**src/rtl/vec_unpack_reader.sv**
```systemverilog
// vec_unpack_reader
// Read side of a layer's packed output RAM. Element n sits in RAM word n/VEC,
// lane n%VEC, at bits [lane*DATA_WIDTH +: DATA_WIDTH]. A start request fetches
// every word once, unpacks it and streams the scalars in element order on a
// valid/ready port at one element per cycle. A one-word prefetch buffer hides
// the RAM latency at word boundaries.
//
// Ports
//   clk      in   rising-edge clock
//   rst_n    in   asynchronous active-low reset
//   start    in   one-cycle run request, honoured only when idle
//   busy     out  high from the cycle after start until the final transfer
//   done     out  one-cycle pulse after the final transfer
//   rd_en    out  RAM read strobe
//   rd_addr  out  RAM word address
//   rd_q     in   RAM read data, valid one cycle after rd_en
//   m_valid  out  scalar valid
//   m_ready  in   downstream ready (transfer = m_valid & m_ready)
//   m_data   out  scalar element
//   m_index  out  element index of m_data
//   m_last   out  high with the final element

module vec_unpack_reader #(
  parameter int OUTPUT_DEPTH     = 512,
  parameter int DATA_WIDTH       = 16,
  parameter int VEC              = 16,
  parameter int OUTPUT_VEC_DEPTH = (OUTPUT_DEPTH + VEC - 1) / VEC,
  parameter int ADDR_WIDTH       = (OUTPUT_VEC_DEPTH > 1) ? $clog2(OUTPUT_VEC_DEPTH) : 1,
  parameter int IDX_WIDTH        = (OUTPUT_DEPTH > 1) ? $clog2(OUTPUT_DEPTH) : 1
) (
  input  logic                      clk,
  input  logic                      rst_n,
  input  logic                      start,
  output logic                      busy,
  output logic                      done,
  output logic                      rd_en,
  output logic [ADDR_WIDTH-1:0]     rd_addr,
  input  logic [VEC*DATA_WIDTH-1:0] rd_q,
  output logic                      m_valid,
  input  logic                      m_ready,
  output logic [DATA_WIDTH-1:0]     m_data,
  output logic [IDX_WIDTH-1:0]      m_index,
  output logic                      m_last
);

  localparam int LANE_WIDTH = (VEC > 1) ? $clog2(VEC) : 1;
  localparam int WORD_WIDTH = VEC * DATA_WIDTH;

  localparam logic [LANE_WIDTH-1:0] FULL_LANE = LANE_WIDTH'(VEC - 1);
  localparam logic [LANE_WIDTH-1:0] TAIL_LANE = LANE_WIDTH'((OUTPUT_DEPTH - 1) % VEC);
  localparam logic [ADDR_WIDTH-1:0] LAST_WORD = ADDR_WIDTH'(OUTPUT_VEC_DEPTH - 1);
  localparam logic [IDX_WIDTH-1:0]  LAST_IDX  = IDX_WIDTH'(OUTPUT_DEPTH - 1);

  localparam logic [2:0] ST_IDLE   = 3'd0;
  localparam logic [2:0] ST_FETCH0 = 3'd1;
  localparam logic [2:0] ST_LOAD0  = 3'd2;
  localparam logic [2:0] ST_STREAM = 3'd3;
  localparam logic [2:0] ST_FINISH = 3'd4;

  logic [2:0]            state_r;
  logic [ADDR_WIDTH-1:0] word_r;      // word currently being unpacked
  logic [LANE_WIDTH-1:0] lane_r;      // lane of the element held in m_data
  logic [WORD_WIDTH-1:0] cur_word_r;
  logic [WORD_WIDTH-1:0] nxt_word_r;
  logic                  nxt_vld_r;
  logic                  pend_r;      // a read was issued last cycle, rd_q is live now

  logic [LANE_WIDTH-1:0] final_lane_s;
  logic [LANE_WIDTH-1:0] lane_inc_s;
  logic [IDX_WIDTH-1:0]  idx_inc_s;
  logic [31:0]           word_ext_s;
  logic                  xfer_s;
  logic                  need_word_s;
  logic                  have_word_s;
  logic                  switch_s;
  logic                  prefetch_s;
  logic [WORD_WIDTH-1:0] src_word_s;

  assign lane_inc_s = lane_r + LANE_WIDTH'(1);
  assign idx_inc_s  = m_index + IDX_WIDTH'(1);
  assign word_ext_s = 32'(word_r);
  assign xfer_s     = (state_r == ST_STREAM) && m_valid && m_ready;

  // The last word may be only partly populated, so its final lane is shorter.
  always_comb begin
    final_lane_s = FULL_LANE;
    if (word_r == LAST_WORD) begin
      final_lane_s = TAIL_LANE;
    end else begin
      final_lane_s = FULL_LANE;
    end
  end

  // Word switch: the final lane of a word was just taken (or an earlier switch
  // stalled for lack of data). The freshly returning RAM data is forwarded
  // directly when the prefetch buffer has not caught it yet.
  always_comb begin
    need_word_s = 1'b0;
    have_word_s = nxt_vld_r | pend_r;
    src_word_s  = rd_q;
    if (nxt_vld_r) begin
      src_word_s = nxt_word_r;
    end else begin
      src_word_s = rd_q;
    end
    if ((state_r == ST_STREAM) && !m_last) begin
      need_word_s = (xfer_s && (lane_r == final_lane_s)) || !m_valid;
    end else begin
      need_word_s = 1'b0;
    end
    switch_s   = need_word_s && have_word_s;
    prefetch_s = switch_s && ((word_ext_s + 32'd2) < 32'(OUTPUT_VEC_DEPTH));
  end

  // RAM read port: word 0 in FETCH0, word 1 in LOAD0, then word+2 on each word switch.
  always_comb begin
    rd_en   = 1'b0;
    rd_addr = '0;
    case (state_r)
      ST_FETCH0: begin
        rd_en   = 1'b1;
        rd_addr = '0;
      end
      ST_LOAD0: begin
        if (OUTPUT_VEC_DEPTH > 1) begin
          rd_en   = 1'b1;
          rd_addr = ADDR_WIDTH'(1);
        end else begin
          rd_en   = 1'b0;
          rd_addr = '0;
        end
      end
      ST_STREAM: begin
        if (prefetch_s) begin
          rd_en   = 1'b1;
          rd_addr = ADDR_WIDTH'(word_ext_s + 32'd2);
        end else begin
          rd_en   = 1'b0;
          rd_addr = '0;
        end
      end
      default: begin
        rd_en   = 1'b0;
        rd_addr = '0;
      end
    endcase
  end

  // Control FSM, word/lane bookkeeping, prefetch buffer and registered stream outputs.
  always_ff @(posedge clk or negedge rst_n) begin
    if (!rst_n) begin
      state_r    <= ST_IDLE;
      word_r     <= '0;
      lane_r     <= '0;
      cur_word_r <= '0;
      nxt_word_r <= '0;
      nxt_vld_r  <= 1'b0;
      pend_r     <= 1'b0;
      busy       <= 1'b0;
      done       <= 1'b0;
      m_valid    <= 1'b0;
      m_data     <= '0;
      m_index    <= '0;
      m_last     <= 1'b0;
    end else begin
      pend_r <= rd_en;
      done   <= 1'b0;
      case (state_r)
        ST_IDLE: begin
          if (start) begin
            state_r <= ST_FETCH0;
            busy    <= 1'b1;
          end else begin
            state_r <= ST_IDLE;
          end
        end
        ST_FETCH0: begin
          state_r <= ST_LOAD0;
        end
        ST_LOAD0: begin
          cur_word_r <= rd_q;
          word_r     <= '0;
          lane_r     <= '0;
          nxt_vld_r  <= 1'b0;
          m_valid    <= 1'b1;
          m_data     <= rd_q[DATA_WIDTH-1:0];
          m_index    <= '0;
          m_last     <= (LAST_IDX == '0);
          state_r    <= ST_STREAM;
        end
        ST_STREAM: begin
          if (xfer_s && m_last) begin
            m_valid <= 1'b0;
            m_last  <= 1'b0;
            busy    <= 1'b0;
            done    <= 1'b1;
            state_r <= ST_FINISH;
          end else if (xfer_s && (lane_r != final_lane_s)) begin
            lane_r  <= lane_inc_s;
            m_data  <= cur_word_r[lane_inc_s*DATA_WIDTH +: DATA_WIDTH];
            m_index <= idx_inc_s;
            m_last  <= (idx_inc_s == LAST_IDX);
          end else if (need_word_s) begin
            if (have_word_s) begin
              cur_word_r <= src_word_s;
              word_r     <= word_r + ADDR_WIDTH'(1);
              lane_r     <= '0;
              nxt_vld_r  <= 1'b0;
              m_valid    <= 1'b1;
              m_data     <= src_word_s[DATA_WIDTH-1:0];
              m_index    <= idx_inc_s;
              m_last     <= (idx_inc_s == LAST_IDX);
            end else begin
              m_valid <= 1'b0;
            end
          end
          // Returning prefetch data parks in nxt_word unless it was forwarded straight into cur_word.
          if (pend_r && !(switch_s && !nxt_vld_r)) begin
            nxt_word_r <= rd_q;
            nxt_vld_r  <= 1'b1;
          end
        end
        ST_FINISH: begin
          state_r <= ST_IDLE;
        end
        default: begin
          state_r <= ST_IDLE;
        end
      endcase
    end
  end

endmodule

```
**config.mk**
```make
export PLATFORM = sky130hd
export DESIGN_NAME = vec_unpack_reader
export DESIGN_NICKNAME = d
export VERILOG_FILES = /design/src/rtl/vec_unpack_reader.sv
export SDC_FILE = /design/constraint.sdc
export NUM_CORES = 1
export LEC_CHECK = 0
export BUFFER_PORTS_ARGS = -buffer_cell sky130_fd_sc_hd__buf_2
export CAP_MARGIN = 25
export CELL_PAD_IN_SITES_DETAIL_PLACEMENT = 2
export CELL_PAD_IN_SITES_GLOBAL_PLACEMENT = 2
export CORE_ASPECT_RATIO = 1.4
export CORE_UTILIZATION = 42
export DETAILED_ROUTE_END_ITERATION = 8
export PLACE_DENSITY = 0.88
export SLEW_MARGIN = 20
export SYNTH_ARGS = -nofsm -noshare
export SYNTH_HDL_FRONTEND = slang
export SYNTH_SLANG_ARGS = --single-unit
```
**constraint.sdc**
```tcl
create_clock -name clk -period 4.2 [get_ports clk]
set_clock_uncertainty 0.1 [all_clocks]
set_input_delay 0.42 -clock clk [delete_from_list [all_inputs] [get_ports clk]]
set_output_delay 0.42 -clock clk [all_outputs]
set_load 0.05 [all_outputs]
```
## Word-level counts from Yosys, hierarchy flattened

Index checks and enable logic that the tools add are counted.

| word-level totals | value |
|---|---|
| register bits after elaboration | 555 |

| cells by class | value |
|---|---|
| magnitude comparators | 1 |
| add/subtract/negate cells | 4 |
| bitwise logic cells | 1 |
| muxes and demuxes | 55 |
| eq/ne operators | 22 |
| shift operators | 1 |
| reductions and logical operators | 26 |

Operators by type and width:

| operator | number |
|---|---|
| two-way mux 256 bit | 5 |
| one-hot mux 256 bit (2 select lines) | 1 |
| indexed part select 256 x 9 -> 16 bit | 1 |
| two-way mux 16 bit | 4 |
| two-way mux 9 bit | 4 |
| less-than comparator 32 x 6 -> 1 bit (second input constant) | 1 |
| one-hot mux 16 bit (2 select lines) | 1 |
| two-way mux 5 bit | 5 |
| != test 3 x 2 -> 1 bit (second input constant) | 7 |
| two-way mux 1 bit | 20 |
| one-hot mux 5 bit (2 select lines) | 2 |
| one-hot mux 9 bit (2 select lines) | 1 |
| two-way mux 4 bit | 4 |
| one-hot mux 3 bit (4 select lines) | 1 |
| logical AND 1 bit | 10 |
| != test 2 bit (second input constant) | 5 |
| one-hot mux 1 bit (2 select lines) | 5 |
| AND reduction 5 bit | 2 |
| adder 9 x 1 -> 9 bit (second input constant) | 1 |
| equality test 9 bit (second input constant) | 1 |
| AND reduction 3 bit | 3 |
| != test 4 x 2 -> 1 bit (second input constant) | 2 |
| one-hot mux 4 bit (2 select lines) | 1 |
| adder 5 x 2 -> 6 bit (second input constant) | 1 |
| other kinds (17) | 22 |

## Depth between registers and ports, before layout

Gate-level depths: netlist (run 1).

| depth | value |
|---|---|
| depth after elaboration | 12 |
| mapped depth | 9 |

## Worst setup path before layout (run 1)

No wires, ideal clock.

| timing path | value |
|---|---|
| kind | reg2out |
| start point | register lane_r[1] |
| end point | output port rd_addr[0] |
| stages on the path, launching flop included | 8 |
| path buffers | 2 |
| data required time | 3.680 ns |
| arrival time | 2.070 ns |
| slack | 1.610 ns |
| cell sequence | dfrtp_1 -> ha_1 -> buf_4 -> and4_1 -> o211a_1 -> buf_2 -> nand3_1 -> a21oi_1 |

| between the ends | value |
|---|---|
| word-level cells in the longest chain between the ends | 8 |

RTL lines:

| item | line | RTL |
|---|---|---|
| start, declared | 62 | `logic [LANE_WIDTH-1:0] lane_r;` |
| start signal, assigned | 199 | `lane_r <= lane_inc_s;` |
| equality test 4 bit | 107 | `need_word_s = (xfer_s && (lane_r == final_lane_s)) \|\| !m_valid;` |
| logical AND 1 bit | 107 |  |
| logical OR 1 bit | 107 |  |
| two-way mux 1 bit | 106 | `if ((state_r == ST_STREAM) && !m_last) begin` |
| logical AND 1 bit | 111 | `switch_s = need_word_s && have_word_s;` |
| logical AND 1 bit | 112 | `prefetch_s = switch_s && ((word_ext_s + 32'd2) < 32'(OUTPUT_VEC_DEPTH));` |
| two-way mux 5 bit | 134 | `if (prefetch_s) begin` |
| one-hot mux 5 bit (2 select lines) | 119 | `case (state_r)` |
| end, declared | 37 | `output logic [ADDR_WIDTH-1:0] rd_addr,` |

No other way between the ends.

## Worst setup path in the final report (run 1)

| timing path | value |
|---|---|
| start point | register state_r[0] |
| end point | output port rd_en |

| between the ends | value |
|---|---|
| word-level cells in the longest chain between the ends | 10 |
| elaborated cells on any way between the ends | 14 |
| those cells by class | eq/ne: 3; mux: 3; reduce/logical: 8 |

RTL lines:

| item | line | RTL |
|---|---|---|
| start, declared | 60 | `logic [2:0] state_r;` |
| start signal, assigned | 152 | `state_r <= ST_IDLE;` |
| start signal, assigned | 171 | `state_r <= ST_FETCH0;` |
| start signal, assigned | 174 | `state_r <= ST_IDLE;` |
| equality test 3 x 2 -> 1 bit | 82, 106, 119 |  |
| logical AND 1 bit (2 in a row) | 82 | `assign xfer_s = (state_r == ST_STREAM) && m_valid && m_ready;` |
| logical AND 1 bit | 107 |  |
| logical OR 1 bit | 107 |  |
| two-way mux 1 bit | 106 |  |
| logical AND 1 bit | 111 |  |
| logical AND 1 bit | 112 |  |
| two-way mux 1 bit | 134 |  |
| one-hot mux 1 bit (2 select lines) (*) | 119 |  |
| end, declared | 36 | `output logic rd_en,` |

Mark *: on every way between the ends. The rest lies on a longest branch, timed or not.

==> results of run 1 <==
-- cell families (layout without fill, tap and decap cells) --
group                      count (synthesis)  after routing  share of synthesized area (%)
xor gates and xnor gates                  12             12                          0.495
and+or+nand+nor                          918            918                           13.8
DFF                                      555            555                           52.4
AOI/OAI and AO/OA                        373            373                           9.13
buffers and inverters                    185            707                           4.72
muxes                                    342            342                           19.2
adders and majority gates                  5              5                          0.236
other                                      0             13                              0
-- registers in the layout, summed over array words and instances, names as in the netlist --
signal	cells
nxt_vld_r	1
pend_r	1
m_data	16
nxt_word_r	256
cur_word_r	256
lane_r	4
m_index	9
m_valid	1
done	1
word_r	5
state_r	3
m_last	1
busy	1
-- worst register-to-register path, cell delays in order (launching register included) --
cell and delay, ns:
dfrtp_1 0.66, and3b_1 0.62, nand3_1 0.19, buf_4 0.28, a31oi_2 0.45, buf_4 0.30, o21ai_0 0.44, o22a_1 0.33
-- final cells by class --
class | count | area, sq um | share of cell area (%)
Sequential cell | 555 | 13900 | 42.2
Timing Repair Buffer | 593 | 4580 | 13.9
Clock buffer | 84 | 1690 | 5.13
Clock inverter | 23 | 263 | 0.798
Antenna cell | 13 | 32.5 | 0.0988
Inverter | 7 | 26.3 | 0.0798
Tap cell | 825 | 1030 | 3.13
Multi-Input combinational cell | 1650 | 11400 | 34.7
-- power breakdown --
group | leakage (nW) | switching [mW] | internal [mW]
Sequential | 6.38 | 2.74 | 8.16
Combinational | 7.52 | 9.73 | 6.10
Clock | 0.976 | 2.52 | 3.10
-- layer usage --
metal,share of wire [%],track usage (%),vias to the layer above
met5,0.020,0,-
met4,8.8,29.8,4
met3,5.4,6.94,526
met2,52,71.7,1129
met1,34,42.0,12060
li1,-,-,9281
-- synth_stat cells, types with 8 or more instances --
| master | count | area [sq um] |
|---|---|---|
| a211oi_1 | 15 | 113 |
| a21oi_1 | 25 | 125 |
| a31oi_1 | 253 | 1580 |
| and2_1 | 15 | 93.8 |
| and3_1 | 21 | 131 |
| buf_12 | 22 | 440 |
| buf_2 | 83 | 415 |
| buf_4 | 9 | 67.6 |
| buf_6 | 8 | 90.1 |
| clkbuf_1 | 48 | 180 |
| dfrtp_1 | 555 | 13900 |
| mux2_1 | 40 | 450 |
| mux2_2 | 20 | 225 |
| mux2_4 | 200 | 3000 |
| mux2i_1 | 34 | 340 |
| mux4_2 | 48 | 1080 |
| nand2_1 | 545 | 2050 |
| nand3_1 | 16 | 80.1 |
| nor2_1 | 279 | 1050 |
| nor3_1 | 15 | 75.1 |
| nor3b_1 | 9 | 67.6 |
| o21ai_0 | 27 | 135 |
| o22a_1 | 12 | 105 |
-- repair_timing --
| item | in CTS | in global routing |
|---|---|---|
| endpoints found under the hold margin | 559 | 0 |
| hold buffers | 258 | 0 |
| setup endpoints to repair | 0 | 0 |
-- worst min-delay path by stage --
stage	startpoint	end	cells after the start
after floorplan	rst_n	busy	0
after global placement	nxt_word_r[233]	nxt_word_r[233]	1
after detailed placement	nxt_word_r[225]	nxt_word_r[225]	1
after CTS	m_ready	state_r[2]	3
after global routing	m_ready	state_r[2]	3
final	m_ready	state_r[2]	3
==> impl_metrics.json, run 1 <==
{
  "hp-class": "input pin to register",
  "slew_violations": 0,
  "antenna_found_initial": 14,
  "syn2layout_area_growth_pct": 24.2,
  "synth_cell_types": 62,
  "startpoint": "state_r[0]",
  "path_cells": "and3b_1 > o211a_1 > nand2_1 > o21ai_0 > buf_2",
  "finalPower_mw": 32.4,
  "tightest_slew_ns": 1.10,
  "synth_fp_nets": 2655,
  "grt.overflow.total": 0,
  "cts-htree-levels": 2,
  "track_usage_pct": 40.0,
  "clkSlewWorstSetupHoldPaths_ns": 0.06,
  "maxCapViolCount": 0,
  "firstDrtPassIters": 5,
  "start_kind": "register",
  "die_h_microns": 299,
  "clk_latency_ns": 0.66,
  "vias_per_cell": 6.13,
  "period_minus_slack_ns": 3.64,
  "synth_area_sq_um": 26500,
  "regToRegEndpoint": "m_data[2]",
  "min_period_over_period_pct": 86.8,
  "rsz0062_at_grt": "false",
  "final_nets": 3130,
  "design_area_sq_um": 32900,
  "max_freq_mhz": 274,
  "dp.cells": 3371,
  "synthCells": 2390,
  "ir_drop_v": 0.000634,
  "status": "finished, final reports clean",
  "rows": 108,
  "n_fill_cell": 6014,
  "die_area_sq_um": 64200,
  "arrival_ns": 3.12,
  "dp_hpwl_microns": 69600,
  "post-place-ws_ns": 0.986,
  "grt_pass1_wl_microns": 188000,
  "p_leak_nw": 14.9,
  "drtIter0Drc": 1878,
  "grt_max_degree": 209,
  "port_buffers": 294,
  "core-area_sq_um": 62200,
  "hold_viol": 0,
  "crit_path_end_kind": "output port",
  "r2r-start": "state_r[0]",
  "drt_drc_violations_left": 0,
  "synth_edf_count": 0,
  "utilization_pct": 53.0,
  "async_reset_ff_share_pct": 100,
  "whs_ns": 0.247,
  "layout_commonest_cell": "dfrtp_1",
  "crit_path_top_delay_cell": "dfrtp_1",
  "ys_seq_elements": 555,
  "layout_common_cells": "dfrtp_1, nand2_1, buf_2, nor2_1, dlygate4sd3_1",
  "dpl-instance-area_sq_um": 28300,
  "die_w_microns": 214,
  "cts_max_path_buffers": 3,
  "critPathMaxFanout": 12,
  "crit_type": "register to output port",
  "start_util_pct": 42.7,
  "critPathRequiredTime_ns": 3.68,
  "critical-path-top-delay-family": "simple AND/OR/NAND/NOR gates",
  "cp-endpoint": "rd_en",
  "fin_ws_ns": 0.556,
  "reg2reg_depth": 7,
  "clock-root-buffer": "clkbuf_16",
  "cts_setup_buffers": 0,
  "drive_above_1_share_pct": 24.6,
  "ant_nets": 0,
  "yosysWarnings": 0,
  "synth_flop_cell": "dfrtp_1",
  "routed_wirelength_microns": 129000,
  "avgSynthCellArea_sq_um": 11.1,
  "cts_resized": 0,
  "ys_seq_area_share_pct": 52.4,
  "relSlewSlack_pct": 25.6,
  "critPathBufInv": 1,
  "wl_per_cell_microns": 34.4,
  "ios": 295,
  "cpPeakStageDelay_ns": 0.66,
  "rrSetupSlack_ns": 0.70,
  "setup_tns_ns": 0,
  "clkSinkCount": 555,
  "gp_routability_congestion": 0.877,
  "grt_pass1_vias": 26458,
  "vias": 23000,
  "tritoncts": "done",
  "cts_inserted_buffers": 58,
  "cp_num_cells": 5,
  "p_per_area_nw_per_um2": 982,
  "setup_viol": 0,
  "fin_cells": 3750
}
No activity file was read; power rests on OpenSTA's default activity.
==> inputs of run 2 (changes only) <==
Settings changed: RECOVER_POWER from default to 50.
==> impl_metrics.json, run 2 (synthesized netlist as in run 1, its figures left out) <==
{
  "status": "complete, but fails checks",
  "violations": "capacitance limit, slew limit",
  "min_period_over_period_pct": 86.7,
  "rsz0062_at_grt": "false",
  "setup_tns_ns": 0,
  "max_freq_mhz": 275,
  "crit_type": "register to output port",
  "clock-root-buffer": "clkbuf_16",
  "ir_drop_v": 0.000633,
  "rows": 108,
  "firstDrtPassIters": 5,
  "drt_drc_violations_left": 0,
  "relSlewSlack_pct": -91.0,
  "port_buffers": 294,
  "die_w_microns": 214,
  "grt_pass1_wl_microns": 188000,
  "clkSinkCount": 555,
  "vias": 23021,
  "maxCapViolCount": 1,
  "routed_wirelength_microns": 129000,
  "ant_nets": 0,
  "cts_max_path_buffers": 3,
  "cpPeakStageDelay_ns": 0.66,
  "dp_hpwl_microns": 69600,
  "critPathRequiredTime_ns": 3.68,
  "clk_latency_ns": 0.66,
  "tightest_slew_ns": 2.87,
  "clkSlewWorstSetupHoldPaths_ns": 0.06,
  "p_switching_mw": 15.0,
  "cts-htree-levels": 2,
  "ios": 295,
  "cts_inserted_buffers": 58,
  "core-area_sq_um": 62200,
  "arrival_ns": 3.12,
  "period_minus_slack_ns": 3.64,
  "min_path_cells": 3,
  "crit_path_top_delay_cell": "dfrtp_1",
  "design_area_sq_um": 32900,
  "hp-class": "input pin to register",
  "start_util_pct": 42.7,
  "wl_per_cell_microns": 34.3,
  "grt_max_degree": 209,
  "layout_common_cells": "dfrtp_1, nand2_1, nor2_1, buf_2, dlygate4sd3_1",
  "p_leak_nw": 14.8,
  "cp_num_cells": 5,
  "reg_top3": "cur_word_r (256), nxt_word_r (256), m_data (16)",
  "gp_routability_congestion": 0.877,
  "p_per_area_nw_per_um2": 984,
  "p_int_mw": 17.3,
  "post-place-ws_ns": 0.986,
  "track_usage_pct": 40.0,
  "setup_viol": 0,
  "comb_power_share_pct": 48.9,
  "die_area_sq_um": 64200,
  "start_kind": "register",
  "critPathMaxFanout": 12,
  "final_nets": 3130,
  "swShare_pct": 46.4,
  "clockPowerShare_pct": 17.4,
  "antenna_found_initial": 14,
  "fin_ws_ns": 0.558,
  "die_h_microns": 299,
  "syn2layout_area_growth_pct": 24.0,
  "cts_resized": 0,
  "drive_above_1_share_pct": 23.9,
  "utilization_pct": 52.9,
  "critical-path-top-delay-family": "simple AND/OR/NAND/NOR gates",
  "p_seq_share_pct": 33.7,
  "drtIter0Drc": 1889,
  "hold_buffers": 258,
  "dpl-instance-area_sq_um": 28300,
  "hold_viol": 0,
  "critPathBufInv": 1,
  "layout_commonest_cell": "dfrtp_1",
  "crit_path_end_kind": "output port",
  "whs_ns": 0.263,
  "tritoncts": "done",
  "grt_pass1_vias": 26458,
  "grt.overflow.total": 0,
  "vias_per_cell": 6.14,
  "reg2reg_depth": 5,
  "slew_violations": 95,
  "path_cells": "and3b_1 > o211a_1 > nand2_1 > o21ai_0 > buf_2",
  "cts_setup_buffers": 0
}
-- run 2: cell count changes in the layout (fill, tap and decap cells not counted) --
cell / before / now
buf_12: 15 / 13
buf_2: 293 / 277
buf_4: 25 / 22
buf_6: 0 / 2
buf_8: 1 / 0
clkbuf_1: 12 / 30
clkbuf_2: 0 / 2
diode_2: 13 / 15
-- run 2: cell type report --
class	count	area, sq um
clock inverter	23	263
clock buffer	84	1690
inverter	7	26.3
timing repair buffer	593	4520
tap	825	1030
multi-input combinational	1650	11400
fill	6039	29300
antenna	15	37.5
sequential	555	13900
-- run 2: final timing paths --
| check | start | to | slack (ns) |
|---|---|---|---|
| max | state_r[0] | rd_en | 0.56 |
| max in group asynchronous | rst_n | cur_word_r[131] | 0.68 |
| min in group asynchronous | rst_n | nxt_word_r[16] | 1.13 |
| min reg2reg | nxt_word_r[254] | nxt_word_r[254] | 0.40 |
| max reg2reg | state_r[0] | m_data[2] | 0.71 |
| min | m_ready | state_r[2] | 0.26 |
-- run 2: metal layers --
layer  vias to the layer above  part of all wire [%]  wire length, microns  track usage, %
li1                       9278                     -                     -               -
met1                     12072                    34                 44100            42.0
met2                      1144                    52                 66500            71.7
met3                       521                   5.3                  6890            6.94
met4                         6                   8.8                 11400            29.8
met5                         -                 0.031                    40               0
-- run 2: stage by stage --
stage | power (mW) | std cells
after floorplan | 20.0 | 2390
after global placement | 23.1 | 3371
after detailed placement | 24.4 | 3371
after CTS | 30.7 | 3736
after global routing | 33.2 | 3748
final | 32.4 | 3752
-- run 2: power by group through the flow --
| stage | registers (mW) | logic [mW] | clock network [mW] |
|---|---|---|---|
| 2_1_floorplan | 9.60 | 10.4 | 0 |
| 3_3_place_gp | 10.0 | 13.1 | 0 |
| 3_5_place_dp | 10.4 | 14.1 | 0 |
| 4_1_cts | 10.4 | 14.7 | 5.54 |
| 5_1_grt | 10.9 | 16.4 | 5.80 |
| 6_report | 10.9 | 15.8 | 5.63 |
-- run 2: worst min-delay path: cells and delay by family --
family	cells	cell delay [ns]
buffers and inverters	1	0.14
and+or+nand+nor	2	0.38
==> inputs of run 3 (changes only) <==
Settings changed: ABC_AREA from default to 1, CORE_UTILIZATION 42 to 37, SLEW_MARGIN 20 to default.
==> impl_metrics.json, run 3 <==
{
  "drive_above_1_share_pct": 11.5,
  "r2r-start": "lane_r[0]",
  "wl_per_cell_microns": 29.0,
  "synth_top_area_share_pct": 51.9,
  "grt_max_degree": 185,
  "status": "complete, but fails checks",
  "synth_largest_area_cell": "dfrtp_1",
  "ios": 295,
  "cts_setup_buffers": 0,
  "grt_pass1_wl_microns": 211000,
  "synth_fp_nets": 3684,
  "slew_violations": 90,
  "min_path_cells": 3,
  "synthTopCellsByCount": "nand2_1, dfrtp_1, o21ai_0",
  "hold_viol": 0,
  "port_buffers": 294,
  "whs_ns": 0.0234,
  "p_per_area_nw_per_um2": 868,
  "setup_tns_ns": 0,
  "start_kind": "register",
  "clk_latency_ns": 0.65,
  "p_int_mw": 14.5,
  "grt_pass1_vias": 32127,
  "die_h_microns": 320,
  "die_area_sq_um": 73400,
  "rsz0062_at_grt": "false",
  "synth_cell_types": 30,
  "synth_edf_count": 0,
  "p_switching_mw": 14.3,
  "synthCells": 3419,
  "reg2reg_depth": 11,
  "hp-start": "rd_q[104]",
  "violations": "capacitance limit, slew limit",
  "yosysMostFrequentCell": "nand2_1",
  "vias_per_cell": 5.85,
  "core-area_sq_um": 71600,
  "p_leak_nw": 16.3,
  "die_w_microns": 229,
  "yosysWarnings": 0,
  "reg_top3": "cur_word_r (256), nxt_word_r (256), m_data (16)",
  "critPathMaxFanout": 63,
  "layout_commonest_cell": "nand2_1",
  "min_period_over_period_pct": 85.1,
  "track_usage_pct": 37.8,
  "clkSinkCount": 555,
  "ys_seq_area_share_pct": 51.9,
  "clkSlewWorstSetupHoldPaths_ns": 0.07,
  "vias": 28157,
  "drt_drc_violations_left": 0,
  "tightest_slew_ns": 3.06,
  "dp_hpwl_microns": 73200,
  "setup_viol": 0,
  "cts_inserted_buffers": 56,
  "start_util_pct": 37.4,
  "critPathRequiredTime_ns": 4.67,
  "ant_nets": 0,
  "period_minus_slack_ns": 3.57,
  "rrSetupSlack_ns": 0.63,
  "crit_type": "register to register",
  "finalPower_mw": 28.8,
  "crit_path_end_kind": "register",
  "syn2layout_area_growth_pct": 24.2,
  "swShare_pct": 49.6,
  "synth_area_sq_um": 26700,
  "synth_flop_cell": "dfrtp_1",
  "async_reset_ff_share_pct": 100,
  "relSlewSlack_pct": -104,
  "max_freq_mhz": 280,
  "cts_max_path_buffers": 3,
  "avgSynthCellArea_sq_um": 7.82,
  "ys_seq_elements": 555,
  "arrival_ns": 4.04,
  "clockPowerShare_pct": 19.1,
  "utilization_pct": 46.4,
  "hold_path_end": "nxt_word_r[104]",
  "gp_routability_congestion": 0.832,
  "p_seq_share_pct": 34.9,
  "grt.overflow.total": 0,
  "antenna_found_initial": 6,
  "ys_top_cells_by_area": "dfrtp_1, nand2_1, o21ai_0",
  "cts-htree-levels": 2,
  "maxCapViolCount": 1,
  "tritoncts": "done",
  "regToRegEndpoint": "m_data[1]",
  "firstDrtPassIters": 6,
  "drtIter0Drc": 2298,
  "final_nets": 4083,
  "comb_power_share_pct": 46.0,
  "routed_wirelength_microns": 139000,
  "ir_drop_v": 0.000516,
  "rows": 116,
  "hp-class": "input pin to register",
  "clock-root-buffer": "clkbuf_16",
  "layout_common_cells": "nand2_1, dfrtp_1, o21ai_0, inv_1, nor2_1"
}
## run 3: worst max-delay path by stage
stage               startpoint         endpoint  slack, ns  cells after the start
floorplan              m_valid       rd_addr[0]       1.20                      8
global placement     lane_r[0]        m_data[1]       1.22                     11
detailed placement   lane_r[0]        m_data[1]       1.09                     11
CTS                  lane_r[1]       rd_addr[0]       0.72                     10
global route             rst_n  nxt_word_r[165]       0.40                      3
finish               lane_r[0]        m_data[1]       0.63                     11
## run 3: layout make-up
class                      instances  area (sq um)
antenna                            5          12.5
clock buffer                      89          1720
sequential                       555         13900
timing repair buffer             586          4510
clock inverter                    13           170
inverter                         390          1460
tap                              944          1180
multi-input combinational       2229         10200
fill                            7768         38400
## run 3: logic make-up after synthesis
family,synth area share [%]
buffers and inverters,9.96
XOR/XNOR,0.323
flip-flops,51.9
adder cells (fa/ha/maj),0.234
AND/OR/NAND/NOR,22.5
AO/OA/AOI/OAI,15.0
## run 3: critical path, stage by stage (launching register included)
cell and delay (ns):
dfrtp_4 0.52, ha_4 0.87, inv_2 0.53, nor2_1 0.30, o21ai_0 0.28, nand3_1 0.23
nand3_1 0.11, nand2_1 0.15, nand2_1 0.07, nand2_1 0.09, nand2_1 0.09, nand2_1 0.10
## run 3: per-stage QoR
step,worst slack [ns],std cells,area (sq um)
3_3_place_gp,1.22,4465,28900
2_1_floorplan,1.20,3419,26700
6_report,0.625,4811,33200
3_5_place_dp,1.09,4465,28900
4_1_cts,0.722,4805,33200
5_1_grt,0.397,4811,33200
## run 3: what timing repair did
| item | CTS | global route |
|---|---|---|
| hold buffers | 238 | 0 |
| gates resized for setup | 0 | 0 |
| hold endpoints to repair | 450 | 0 |
## run 3: per-layer routing
metal | vias to the layer above | share of wire [%] | global-route usage (%)
met2 | 1209 | 50 | 66.3
met4 | 2 | 7.1 | 23.3
li1 | 11807 | - | -
met5 | - | 0.010 | 0
met1 | 14652 | 38 | 43.7
met3 | 487 | 4.8 | 4.87
## run 3: power groups by stage
stage	sequential [mW]	combinational (mW)	clock [mW]
2_1_floorplan	9.27	7.71	0
3_3_place_gp	9.46	10.7	0
3_5_place_dp	9.65	11.4	0
4_1_cts	9.65	11.9	5.42
5_1_grt	10.2	14.2	5.69
6_report	10.1	13.3	5.50
